`config.mk`:
```
export PLATFORM = sky130hd
export DESIGN_NAME = uart_fifo_core_flat
export DESIGN_NICKNAME = d
export VERILOG_FILES = /design/src/rtl/uart_fifo_core_if.sv /design/src/rtl/uart_fifo_core.sv /design/src/flat_wrapper.sv
export SDC_FILE = /design/constraint.sdc
export NUM_CORES = 1
export LEC_CHECK = 0
export CAP_MARGIN = 5
export CELL_PAD_IN_SITES_DETAIL_PLACEMENT = 0
export CELL_PAD_IN_SITES_GLOBAL_PLACEMENT = 2
export CORE_ASPECT_RATIO = 1.1
export CORE_MARGIN = 5
export CORE_UTILIZATION = 41
export CTS_CLUSTER_DIAMETER = 40
export DETAILED_ROUTE_END_ITERATION = 12
export HOLD_SLACK_MARGIN = 0.02
export PLACE_DENSITY_LB_ADDON = 0.1
export SKIP_CTS_REPAIR_TIMING = 1
export SLEW_MARGIN = 20
export SYNTH_ARGS = -nofsm -noshare
export SYNTH_HDL_FRONTEND = slang
export SYNTH_SLANG_ARGS = --single-unit
```
`constraint.sdc`:
```
create_clock -name clock -period 4 [get_ports clock]
set_clock_uncertainty 0.05 [all_clocks]
set_input_delay 0.8 -clock clock [delete_from_list [all_inputs] [get_ports clock]]
set_output_delay 0.8 -clock clock [all_outputs]
set_load 0.03 [all_outputs]
```
`src/rtl/uart_fifo_core_if.sv`:
```
// Register-file side of uart_fifo_core: FIFO strobes, data, levels and sticky error flags.
// master = bus register file, slave = UART core.
interface uart_fifo_core_if #(
  parameter int DATA_BITS = 8,
  parameter int TX_DEPTH  = 16,
  parameter int RX_DEPTH  = 16
);
  logic [DATA_BITS-1:0]          tx_data;
  logic                          tx_wr;
  logic                          tx_full;
  logic [$clog2(TX_DEPTH+1)-1:0] tx_level;
  logic                          tx_busy;
  logic [DATA_BITS-1:0]          rx_data;
  logic                          rx_rd;
  logic                          rx_empty;
  logic [$clog2(RX_DEPTH+1)-1:0] rx_level;
  logic                          err_clr;
  logic                          rx_overrun;
  logic                          frame_err;
  logic                          parity_err;

  modport master (
    output tx_data, tx_wr, rx_rd, err_clr,
    input  tx_full, tx_level, tx_busy, rx_data, rx_empty, rx_level,
           rx_overrun, frame_err, parity_err
  );

  modport slave (
    input  tx_data, tx_wr, rx_rd, err_clr,
    output tx_full, tx_level, tx_busy, rx_data, rx_empty, rx_level,
           rx_overrun, frame_err, parity_err
  );
endinterface

```
`src/rtl/uart_fifo_core.sv`:
```
// UART with fractional baud generator, TX/RX FIFOs and sticky error flags.
// Optional parity bit on both directions when UART_PARITY_EN is defined.
module uart_fifo_core #(
  parameter int DATA_BITS = 8,
  parameter int TX_DEPTH  = 16,
  parameter int RX_DEPTH  = 16
) (
  input  logic            clock,
  input  logic            reset,
  input  logic            ser_in,
  output logic            ser_out,
  input  logic [11:0]     baud_freq,
  input  logic [15:0]     baud_limit,
  input  logic            stop2,
  input  logic            parity_odd,
  uart_fifo_core_if.slave bus
);

  localparam int TXA = $clog2(TX_DEPTH);
  localparam int TXL = $clog2(TX_DEPTH + 1);
  localparam int RXA = $clog2(RX_DEPTH);
  localparam int RXL = $clog2(RX_DEPTH + 1);
  localparam logic [3:0] LAST_BIT = 4'(DATA_BITS - 1);
  localparam logic [3:0] MID_TICK = 4'd7;
  localparam logic [3:0] END_TICK = 4'd15;

  typedef enum logic [2:0] {
    RX_IDLE, RX_START, RX_DATA,
`ifdef UART_PARITY_EN
    RX_PAR,
`endif
    RX_STOP
  } rx_state_t;

  typedef enum logic [2:0] {
    TX_IDLE, TX_START, TX_DATA,
`ifdef UART_PARITY_EN
    TX_PAR,
`endif
    TX_STOP1, TX_STOP2
  } tx_state_t;

`ifdef UART_PARITY_EN
  function automatic logic parity_of(input logic [DATA_BITS-1:0] d, input logic odd);
    return (^d) ^ odd;
  endfunction
`else
  logic unused_parity_odd;
  assign unused_parity_odd = parity_odd;
`endif

  // Baud generator: fractional accumulator, ce_q pulses at 16x bit rate
  logic [15:0] acc_q, acc_d;
  logic [16:0] acc_sum;
  logic        ce_q, ce_d;

  always_comb begin
    acc_sum = {1'b0, acc_q} + {5'd0, baud_freq};
    acc_d   = acc_sum[15:0];
    ce_d    = 1'b0;
    if (acc_sum >= {1'b0, baud_limit}) begin
      acc_d = 16'(acc_sum - {1'b0, baud_limit});
      ce_d  = 1'b1;
    end
  end

  logic [1:0] sync_q, sync_d;
  logic       rx_prev_q, rx_prev_d, rx_bit;
  assign sync_d    = {sync_q[0], ser_in};
  assign rx_bit    = sync_q[1];
  assign rx_prev_d = rx_bit;

  // RX FIFO
  logic [DATA_BITS-1:0] rx_mem_q [RX_DEPTH];
  logic [RXA-1:0]       rx_wptr_q, rx_wptr_d, rx_rptr_q, rx_rptr_d;
  logic [RXL-1:0]       rx_level_q, rx_level_d;
  logic                 rx_full, rx_empty, rx_push, rx_pop;

  // RX framer
  rx_state_t            rx_state_q, rx_state_d;
  logic [3:0]           rx_tick_q, rx_tick_d, rx_cnt_q, rx_cnt_d;
  logic [DATA_BITS-1:0] rx_shift_q, rx_shift_d;
  logic                 rx_push_q, rx_push_d, frame_set;
  logic                 overrun_q, overrun_d, frame_q, frame_d;
`ifdef UART_PARITY_EN
  logic                 parity_set, parity_q, parity_d;
`endif

  always_comb begin
    rx_state_d = rx_state_q;
    rx_tick_d  = rx_tick_q;
    rx_cnt_d   = rx_cnt_q;
    rx_shift_d = rx_shift_q;
    rx_push_d  = 1'b0;
    frame_set  = 1'b0;
`ifdef UART_PARITY_EN
    parity_set = 1'b0;
`endif
    case (rx_state_q)
      RX_IDLE: if (rx_prev_q && !rx_bit) begin
        rx_state_d = RX_START;
        rx_tick_d  = '0;
      end
      RX_START: if (ce_q) begin
        rx_tick_d = rx_tick_q + 4'd1;
        if (rx_tick_q == MID_TICK && rx_bit) begin
          rx_state_d = RX_IDLE;
        end else if (rx_tick_q == END_TICK) begin
          rx_state_d = RX_DATA;
          rx_tick_d  = '0;
          rx_cnt_d   = '0;
        end
      end
      RX_DATA: if (ce_q) begin
        rx_tick_d = rx_tick_q + 4'd1;
        if (rx_tick_q == MID_TICK) rx_shift_d = {rx_bit, rx_shift_q[DATA_BITS-1:1]};
        if (rx_tick_q == END_TICK) begin
          rx_tick_d = '0;
          rx_cnt_d  = rx_cnt_q + 4'd1;
`ifdef UART_PARITY_EN
          if (rx_cnt_q == LAST_BIT) rx_state_d = RX_PAR;
`else
          if (rx_cnt_q == LAST_BIT) rx_state_d = RX_STOP;
`endif
        end
      end
`ifdef UART_PARITY_EN
      RX_PAR: if (ce_q) begin
        rx_tick_d = rx_tick_q + 4'd1;
        if (rx_tick_q == MID_TICK && rx_bit != parity_of(rx_shift_q, parity_odd)) parity_set = 1'b1;
        if (rx_tick_q == END_TICK) begin
          rx_state_d = RX_STOP;
          rx_tick_d  = '0;
        end
      end
`endif
      // Leave STOP right after the sample so the next start edge is never missed
      RX_STOP: if (ce_q) begin
        rx_tick_d = rx_tick_q + 4'd1;
        if (rx_tick_q == MID_TICK) begin
          frame_set  = !rx_bit;
          rx_push_d  = 1'b1;
          rx_state_d = RX_IDLE;
        end
      end
      default: rx_state_d = RX_IDLE;
    endcase
  end

  assign rx_full  = (rx_level_q == RXL'(RX_DEPTH));
  assign rx_empty = (rx_level_q == '0);
  assign rx_push  = rx_push_q && !rx_full;
  assign rx_pop   = bus.rx_rd && !rx_empty;

  always_comb begin
    rx_wptr_d  = rx_push ? rx_wptr_q + 1'b1 : rx_wptr_q;
    rx_rptr_d  = rx_pop  ? rx_rptr_q + 1'b1 : rx_rptr_q;
    rx_level_d = rx_level_q;
    if (rx_push && !rx_pop)      rx_level_d = rx_level_q + 1'b1;
    else if (!rx_push && rx_pop) rx_level_d = rx_level_q - 1'b1;
    overrun_d = (overrun_q & ~bus.err_clr) | (rx_push_q & rx_full);
    frame_d   = (frame_q & ~bus.err_clr) | frame_set;
`ifdef UART_PARITY_EN
    parity_d  = (parity_q & ~bus.err_clr) | parity_set;
`endif
  end

  // TX FIFO and serialiser
  logic [DATA_BITS-1:0] tx_mem_q [TX_DEPTH];
  logic [TXA-1:0]       tx_wptr_q, tx_wptr_d, tx_rptr_q, tx_rptr_d;
  logic [TXL-1:0]       tx_level_q, tx_level_d;
  logic                 tx_full, tx_empty, tx_push, tx_pop, tx_load;
  logic [DATA_BITS-1:0] tx_head;
  tx_state_t            tx_state_q, tx_state_d;
  logic [3:0]           tx_tick_q, tx_tick_d, tx_cnt_q, tx_cnt_d;
  logic [DATA_BITS-1:0] tx_shift_q, tx_shift_d;
  logic                 tx_stop2_q, tx_stop2_d;
`ifdef UART_PARITY_EN
  logic                 tx_par_q, tx_par_d;
`endif

  assign tx_full  = (tx_level_q == TXL'(TX_DEPTH));
  assign tx_empty = (tx_level_q == '0);
  assign tx_push  = bus.tx_wr && !tx_full;
  assign tx_head  = tx_mem_q[tx_rptr_q];

  always_comb begin
    tx_state_d = tx_state_q;
    tx_tick_d  = tx_tick_q;
    tx_cnt_d   = tx_cnt_q;
    tx_shift_d = tx_shift_q;
    tx_stop2_d = tx_stop2_q;
`ifdef UART_PARITY_EN
    tx_par_d   = tx_par_q;
`endif
    tx_load    = 1'b0;
    tx_pop     = 1'b0;
    if (tx_state_q != TX_IDLE && ce_q) tx_tick_d = tx_tick_q + 4'd1;
    case (tx_state_q)
      TX_IDLE:  if (ce_q) tx_load = 1'b1;
      TX_START: if (ce_q && tx_tick_q == END_TICK) begin
        tx_state_d = TX_DATA;
        tx_tick_d  = '0;
        tx_cnt_d   = '0;
      end
      TX_DATA: if (ce_q && tx_tick_q == END_TICK) begin
        tx_tick_d  = '0;
        tx_shift_d = tx_shift_q >> 1;
        tx_cnt_d   = tx_cnt_q + 4'd1;
`ifdef UART_PARITY_EN
        if (tx_cnt_q == LAST_BIT) tx_state_d = TX_PAR;
`else
        if (tx_cnt_q == LAST_BIT) tx_state_d = TX_STOP1;
`endif
      end
`ifdef UART_PARITY_EN
      TX_PAR: if (ce_q && tx_tick_q == END_TICK) begin
        tx_state_d = TX_STOP1;
        tx_tick_d  = '0;
      end
`endif
      TX_STOP1: if (ce_q && tx_tick_q == END_TICK) begin
        if (tx_stop2_q) begin
          tx_state_d = TX_STOP2;
          tx_tick_d  = '0;
        end else begin
          tx_load = 1'b1;
        end
      end
      TX_STOP2: if (ce_q && tx_tick_q == END_TICK) tx_load = 1'b1;
      default:  tx_state_d = TX_IDLE;
    endcase
    // End of a frame chains straight into the next start bit when data is waiting
    if (tx_load) begin
      if (!tx_empty) begin
        tx_pop     = 1'b1;
        tx_state_d = TX_START;
        tx_tick_d  = '0;
        tx_shift_d = tx_head;
        tx_stop2_d = stop2;
`ifdef UART_PARITY_EN
        tx_par_d   = parity_of(tx_head, parity_odd);
`endif
      end else begin
        tx_state_d = TX_IDLE;
      end
    end
  end

  always_comb begin
    tx_wptr_d  = tx_push ? tx_wptr_q + 1'b1 : tx_wptr_q;
    tx_rptr_d  = tx_pop  ? tx_rptr_q + 1'b1 : tx_rptr_q;
    tx_level_d = tx_level_q;
    if (tx_push && !tx_pop)      tx_level_d = tx_level_q + 1'b1;
    else if (!tx_push && tx_pop) tx_level_d = tx_level_q - 1'b1;
  end

  always_comb begin
    case (tx_state_q)
      TX_START: ser_out = 1'b0;
      TX_DATA:  ser_out = tx_shift_q[0];
`ifdef UART_PARITY_EN
      TX_PAR:   ser_out = tx_par_q;
`endif
      default:  ser_out = 1'b1;
    endcase
  end

  always_ff @(posedge clock or posedge reset) begin
    if (reset) begin
      acc_q      <= '0;
      ce_q       <= 1'b0;
      sync_q     <= 2'b11;
      rx_prev_q  <= 1'b1;
      rx_state_q <= RX_IDLE;
      rx_tick_q  <= '0;
      rx_cnt_q   <= '0;
      rx_push_q  <= 1'b0;
      rx_wptr_q  <= '0;
      rx_rptr_q  <= '0;
      rx_level_q <= '0;
      overrun_q  <= 1'b0;
      frame_q    <= 1'b0;
`ifdef UART_PARITY_EN
      parity_q   <= 1'b0;
      tx_par_q   <= 1'b0;
`endif
      tx_state_q <= TX_IDLE;
      tx_tick_q  <= '0;
      tx_cnt_q   <= '0;
      tx_stop2_q <= 1'b0;
      tx_wptr_q  <= '0;
      tx_rptr_q  <= '0;
      tx_level_q <= '0;
    end else begin
      acc_q      <= acc_d;
      ce_q       <= ce_d;
      sync_q     <= sync_d;
      rx_prev_q  <= rx_prev_d;
      rx_state_q <= rx_state_d;
      rx_tick_q  <= rx_tick_d;
      rx_cnt_q   <= rx_cnt_d;
      rx_push_q  <= rx_push_d;
      rx_wptr_q  <= rx_wptr_d;
      rx_rptr_q  <= rx_rptr_d;
      rx_level_q <= rx_level_d;
      overrun_q  <= overrun_d;
      frame_q    <= frame_d;
`ifdef UART_PARITY_EN
      parity_q   <= parity_d;
      tx_par_q   <= tx_par_d;
`endif
      tx_state_q <= tx_state_d;
      tx_tick_q  <= tx_tick_d;
      tx_cnt_q   <= tx_cnt_d;
      tx_stop2_q <= tx_stop2_d;
      tx_wptr_q  <= tx_wptr_d;
      tx_rptr_q  <= tx_rptr_d;
      tx_level_q <= tx_level_d;
    end
  end

  always_ff @(posedge clock) begin
    rx_shift_q <= rx_shift_d;
    tx_shift_q <= tx_shift_d;
    if (rx_push) rx_mem_q[rx_wptr_q] <= rx_shift_q;
    if (tx_push) tx_mem_q[tx_wptr_q] <= bus.tx_data;
  end

  assign bus.tx_full    = tx_full;
  assign bus.tx_level   = tx_level_q;
  assign bus.tx_busy    = (tx_state_q != TX_IDLE) || !tx_empty;
  assign bus.rx_data    = rx_empty ? '0 : rx_mem_q[rx_rptr_q];
  assign bus.rx_empty   = rx_empty;
  assign bus.rx_level   = rx_level_q;
  assign bus.rx_overrun = overrun_q;
  assign bus.frame_err  = frame_q;
`ifdef UART_PARITY_EN
  assign bus.parity_err = parity_q;
`else
  assign bus.parity_err = 1'b0;
`endif

endmodule
```
`src/flat_wrapper.sv`:
```
// flat-port wrapper written by rule: the top's interface ports become plain ports
module uart_fifo_core_flat 
#(
  parameter int DATA_BITS = 8,
  parameter int TX_DEPTH  = 16,
  parameter int RX_DEPTH  = 16
)
  (clock, reset, ser_in, ser_out, baud_freq, baud_limit, stop2, parity_odd, bus_tx_data, bus_tx_wr, bus_rx_rd, bus_err_clr, bus_tx_full, bus_tx_level, bus_tx_busy, bus_rx_data, bus_rx_empty, bus_rx_level, bus_rx_overrun, bus_frame_err, bus_parity_err);
  uart_fifo_core_if #(.DATA_BITS(DATA_BITS), .TX_DEPTH(TX_DEPTH), .RX_DEPTH(RX_DEPTH)) bus_i ();
  input  logic clock;
  input  logic reset;
  input  logic ser_in;
  output logic ser_out;
  input  logic [11:0] baud_freq;
  input  logic [15:0] baud_limit;
  input  logic stop2;
  input  logic parity_odd;
  input wire logic [$bits(bus_i.tx_data)-1:0] bus_tx_data;
  input wire logic [$bits(bus_i.tx_wr)-1:0] bus_tx_wr;
  input wire logic [$bits(bus_i.rx_rd)-1:0] bus_rx_rd;
  input wire logic [$bits(bus_i.err_clr)-1:0] bus_err_clr;
  output wire logic [$bits(bus_i.tx_full)-1:0] bus_tx_full;
  output wire logic [$bits(bus_i.tx_level)-1:0] bus_tx_level;
  output wire logic [$bits(bus_i.tx_busy)-1:0] bus_tx_busy;
  output wire logic [$bits(bus_i.rx_data)-1:0] bus_rx_data;
  output wire logic [$bits(bus_i.rx_empty)-1:0] bus_rx_empty;
  output wire logic [$bits(bus_i.rx_level)-1:0] bus_rx_level;
  output wire logic [$bits(bus_i.rx_overrun)-1:0] bus_rx_overrun;
  output wire logic [$bits(bus_i.frame_err)-1:0] bus_frame_err;
  output wire logic [$bits(bus_i.parity_err)-1:0] bus_parity_err;
  assign bus_i.tx_data = bus_tx_data;
  assign bus_i.tx_wr = bus_tx_wr;
  assign bus_i.rx_rd = bus_rx_rd;
  assign bus_i.err_clr = bus_err_clr;
  assign bus_tx_full = bus_i.tx_full;
  assign bus_tx_level = bus_i.tx_level;
  assign bus_tx_busy = bus_i.tx_busy;
  assign bus_rx_data = bus_i.rx_data;
  assign bus_rx_empty = bus_i.rx_empty;
  assign bus_rx_level = bus_i.rx_level;
  assign bus_rx_overrun = bus_i.rx_overrun;
  assign bus_frame_err = bus_i.frame_err;
  assign bus_parity_err = bus_i.parity_err;
  uart_fifo_core #(.DATA_BITS(DATA_BITS), .TX_DEPTH(TX_DEPTH), .RX_DEPTH(RX_DEPTH)) u_core (.clock(clock), .reset(reset), .ser_in(ser_in), .ser_out(ser_out), .baud_freq(baud_freq), .baud_limit(baud_limit), .stop2(stop2), .parity_odd(parity_odd), .bus(bus_i));
endmodule
```
==> metrics <==
status=finished, violations left; failing checks=negative setup slack; Net Count, Synth=1059; vias in the first global route=9101; Most used DFF post-synth=edfxtp_1; Synth area leaders=edfxtp_1 52%, mux4_2 12%, dfrtp_1 11%; I/O Pins=69; Critical Path AT=4.68 ns; initial antenna violation count=0; switching power total=5.17 mW; Die W=194 µm; grt total ovfl=0; Hold Crit Class=flop to flop; layout overhead on the synthesized area=25.0%; CTS sink cnt=343; crit-path leading delay family=compound AO/OA/AOI/OAI gates; dpl hpwl=21.2 mm; share of Yosys cell area claimed by the top area cell type=52.0%; ant diodes=0; CP required=4.37 ns; max cap viols=0; CTS Buf Count=49; hold_ws=0.303 ns; first-pass GRT wire length=50.8 mm; fin cells=1677; Die H=212 µm; sequential share of power=30.3%; Post-Place Cells=1575; Distinct cells, synth=67; clk_lat worst skew=0.57 ns; RSZ-0062 raised after global routing=yes; CP max stage cell=or4_4; Buf+Inv Stages, Crit Path=2; Slew headroom=38.2%; Power Dens Cells=834 nW/µm²; routed wire length=31.5 mm; initial cell density of the core=41.3%; Crit. End Element=flop; Avg WL per Cell=18.8 µm; most frequent cells after synthesis=264 x edfxtp_1, 80 x mux4_2, 68 x dfrtp_1; core area=36900 µm²; leakage=6.90 nW; Startpoint Class=input port; critical path type=input port to flop; syn_area_per_cell=15.9 µm²; Post-route DRC=0; number of synthesized flops with an enable pin=264; Yosys top cell by area=edfxtp_1; fin crit period=4.31 ns; Port Buffers=66; most frequent CP cell=ha_1; slowest stage delay, CP=0.58 ns; std cell rows=74; Placer Congestion=0.741; maximum vdd ir drop=0.447 mV; largest net degree at the start of global routing=37; 1st-pass router iterations=4; count of final hold-check violations=0; sequential area share after synthesis=64.8%; period utilization=108%; Avg Vias per Cell=5.04; final worst setup slack=-0.308 ns; Detail Route Antenna Nets=0; clk slew on worst S/H paths=0.06 ns; DR vias=8445; power share of the combinational group=42.6%; Synth Instances=961; Mapped Area=15200 µm²; Overall Global Routing Usage=15.6%; CTS root buffer=clkbuf_16; first-iteration detailed-routing DRC count=390; internal power=10.7 mW; #FFs+latches synth=343; fin. max-slew vios=0; area of the die=41100 µm²; CTS tree=yes; FFs w/ async S/R, synth=20.7%; layout cells sized above 1=27.1%; fmax=232 MHz; most common cell in the netlist=edfxtp_1; crit-path max FO=6; Clk pwr share=27.1%; worst path cell trace=clkdlybuf4s50_1 -> ha_1 -> a21oi_2 -> o22ai_2 -> or4_4 -> a31o_4 -> a21oi_4 -> xnor2_2 -> ha_1 -> and3_4 -> o2111a_1 -> o31ai_2 -> a32oi_2 -> nand2_2 -> nand2_8 -> buf_12 -> mux2_2; switching share of total power=32.5%; nets@finish=1240; H-Tree Depth=2; Worst Tran Pin Value=0.924 ns; Final setup viols=17; Max Buffers Root-to-Sink=3; synth warn=0
## layer usage
| metal | wire length [µm] | share of wire (%) | track usage [%] | vias to the layer above |
|---|---|---|---|---|
| met5 | 0 | 0 | 0 | - |
| met2 | 16100 | 51 | 27.4 | 106 |
| met4 | 564 | 1.8 | 4.10 | 0 |
| met3 | 994 | 3.2 | 2.93 | 43 |
| li1 | - | - | - | 4053 |
| met1 | 13800 | 44 | 20.1 | 4243 |
## sequential cells by signal, indices dropped and copies added, names as in the netlist, 2 cells and up
register and flops:
u_core.acc_q 16, u_core.bus.rx_level 5, u_core.bus.tx_level 5, u_core.rx_cnt_q 4
u_core.rx_mem_q 128, u_core.rx_rptr_q 4, u_core.rx_shift_q 8, u_core.rx_state_q 2
u_core.rx_tick_q 4, u_core.rx_wptr_q 4, u_core.sync_q 2, u_core.tx_cnt_q 4
u_core.tx_mem_q 128, u_core.tx_rptr_q 4, u_core.tx_shift_q 8, u_core.tx_state_q 3
u_core.tx_tick_q 4, u_core.tx_wptr_q 4
## cell usage in the layout, fill, tap and decap left out, drive strengths merged, types with 17 or more instances in the layout
cell / netlist / routed
a21oi: 28 / 28
buf: 18 / 104
clkbuf: 22 / 56
clkdlybuf4s50: 0 / 64
clkinv: 0 / 19
dfrtp: 68 / 68
edfxtp: 264 / 264
ha: 50 / 50
inv: 43 / 48
mux2: 20 / 20
mux4: 80 / 80
nand2: 64 / 64
nand3: 17 / 17
nor2: 48 / 48
o21ai: 42 / 42
xnor2: 38 / 38
## area by class of cell
class / instances / area [µm²]
inverter: 43 / 163
clock inverter: 36 / 413
multi-input combinational: 535 / 5200
sequential: 343 / 9870
clock buffer: 56 / 1260
fill: 3062 / 17900
tap: 494 / 618
timing repair buffer: 170 / 1520
## power groups by stage
stage	clock (mW)	combinational, mW	sequential, mW
after floorplan	0	4.42	4.64
after global placement	0	6.39	4.90
after detailed placement	0	6.41	4.90
after CTS	4.42	6.44	4.84
after global routing	4.59	7.43	4.90
final	4.30	6.77	4.82
## final timing paths
kind	startpoint	end	slack [ns]	depth (start not counted)
min in group asynchronous	reset	u_core.rx_tick_q[1]	0.59	2
hold / removal	u_core.sync_q[0]	u_core.sync_q[1]	0.30	0
setup reg to reg	u_core.acc_q[0]	u_core.acc_q[2]	-0.27	17
hold reg to reg	u_core.sync_q[0]	u_core.sync_q[1]	0.30	0
setup / recovery	baud_freq[4]	u_core.acc_q[2]	-0.31	17
max in group asynchronous	reset	u_core.tx_wptr_q[1]	2.64	3
## kinds of logic after synthesis
family,Yosys count,share of synthesized area [%]
flip-flops,343,64.8
AND/OR/NAND/NOR,199,6.26
AO/OA/AOI/OAI,117,4.89
multiplexers,110,14.2
buffers and inverters,83,2.18
adder cells (fa/ha/maj),55,4.70
XOR/XNOR,53,3.05
other,1,0.0246
## worst register-to-register path, delay by kind of cell, from the launching register on
kind	cells	cell delay [ns]
buffers and inverters	1	0.12
adders and majority gates	3	0.91
xor gates and xnor gates	1	0.08
and+or+nand+nor	4	1.02
AOI/OAI and AO/OA	7	1.24
muxes	1	0.33
DFF	1	0.40
## stage by stage
stage          TNS [ns]  utilization, %  setup slack (ns)  power (mW)  instance area, µm²
2_1_floorplan     -3.80               -            -0.311        9.06               15300
3_3_place_gp     -15.77            46.4            -0.991        11.3               17100
3_5_place_dp     -16.96            46.4             -1.08        11.3               17100
4_1_cts           -6.98            50.9            -0.489        15.7               18800
5_1_grt           -6.36            51.6            -0.425        16.9               19000
6_report          -4.31            51.6            -0.308        15.9               19000
No activity file was read; power rests on OpenSTA's default activity.
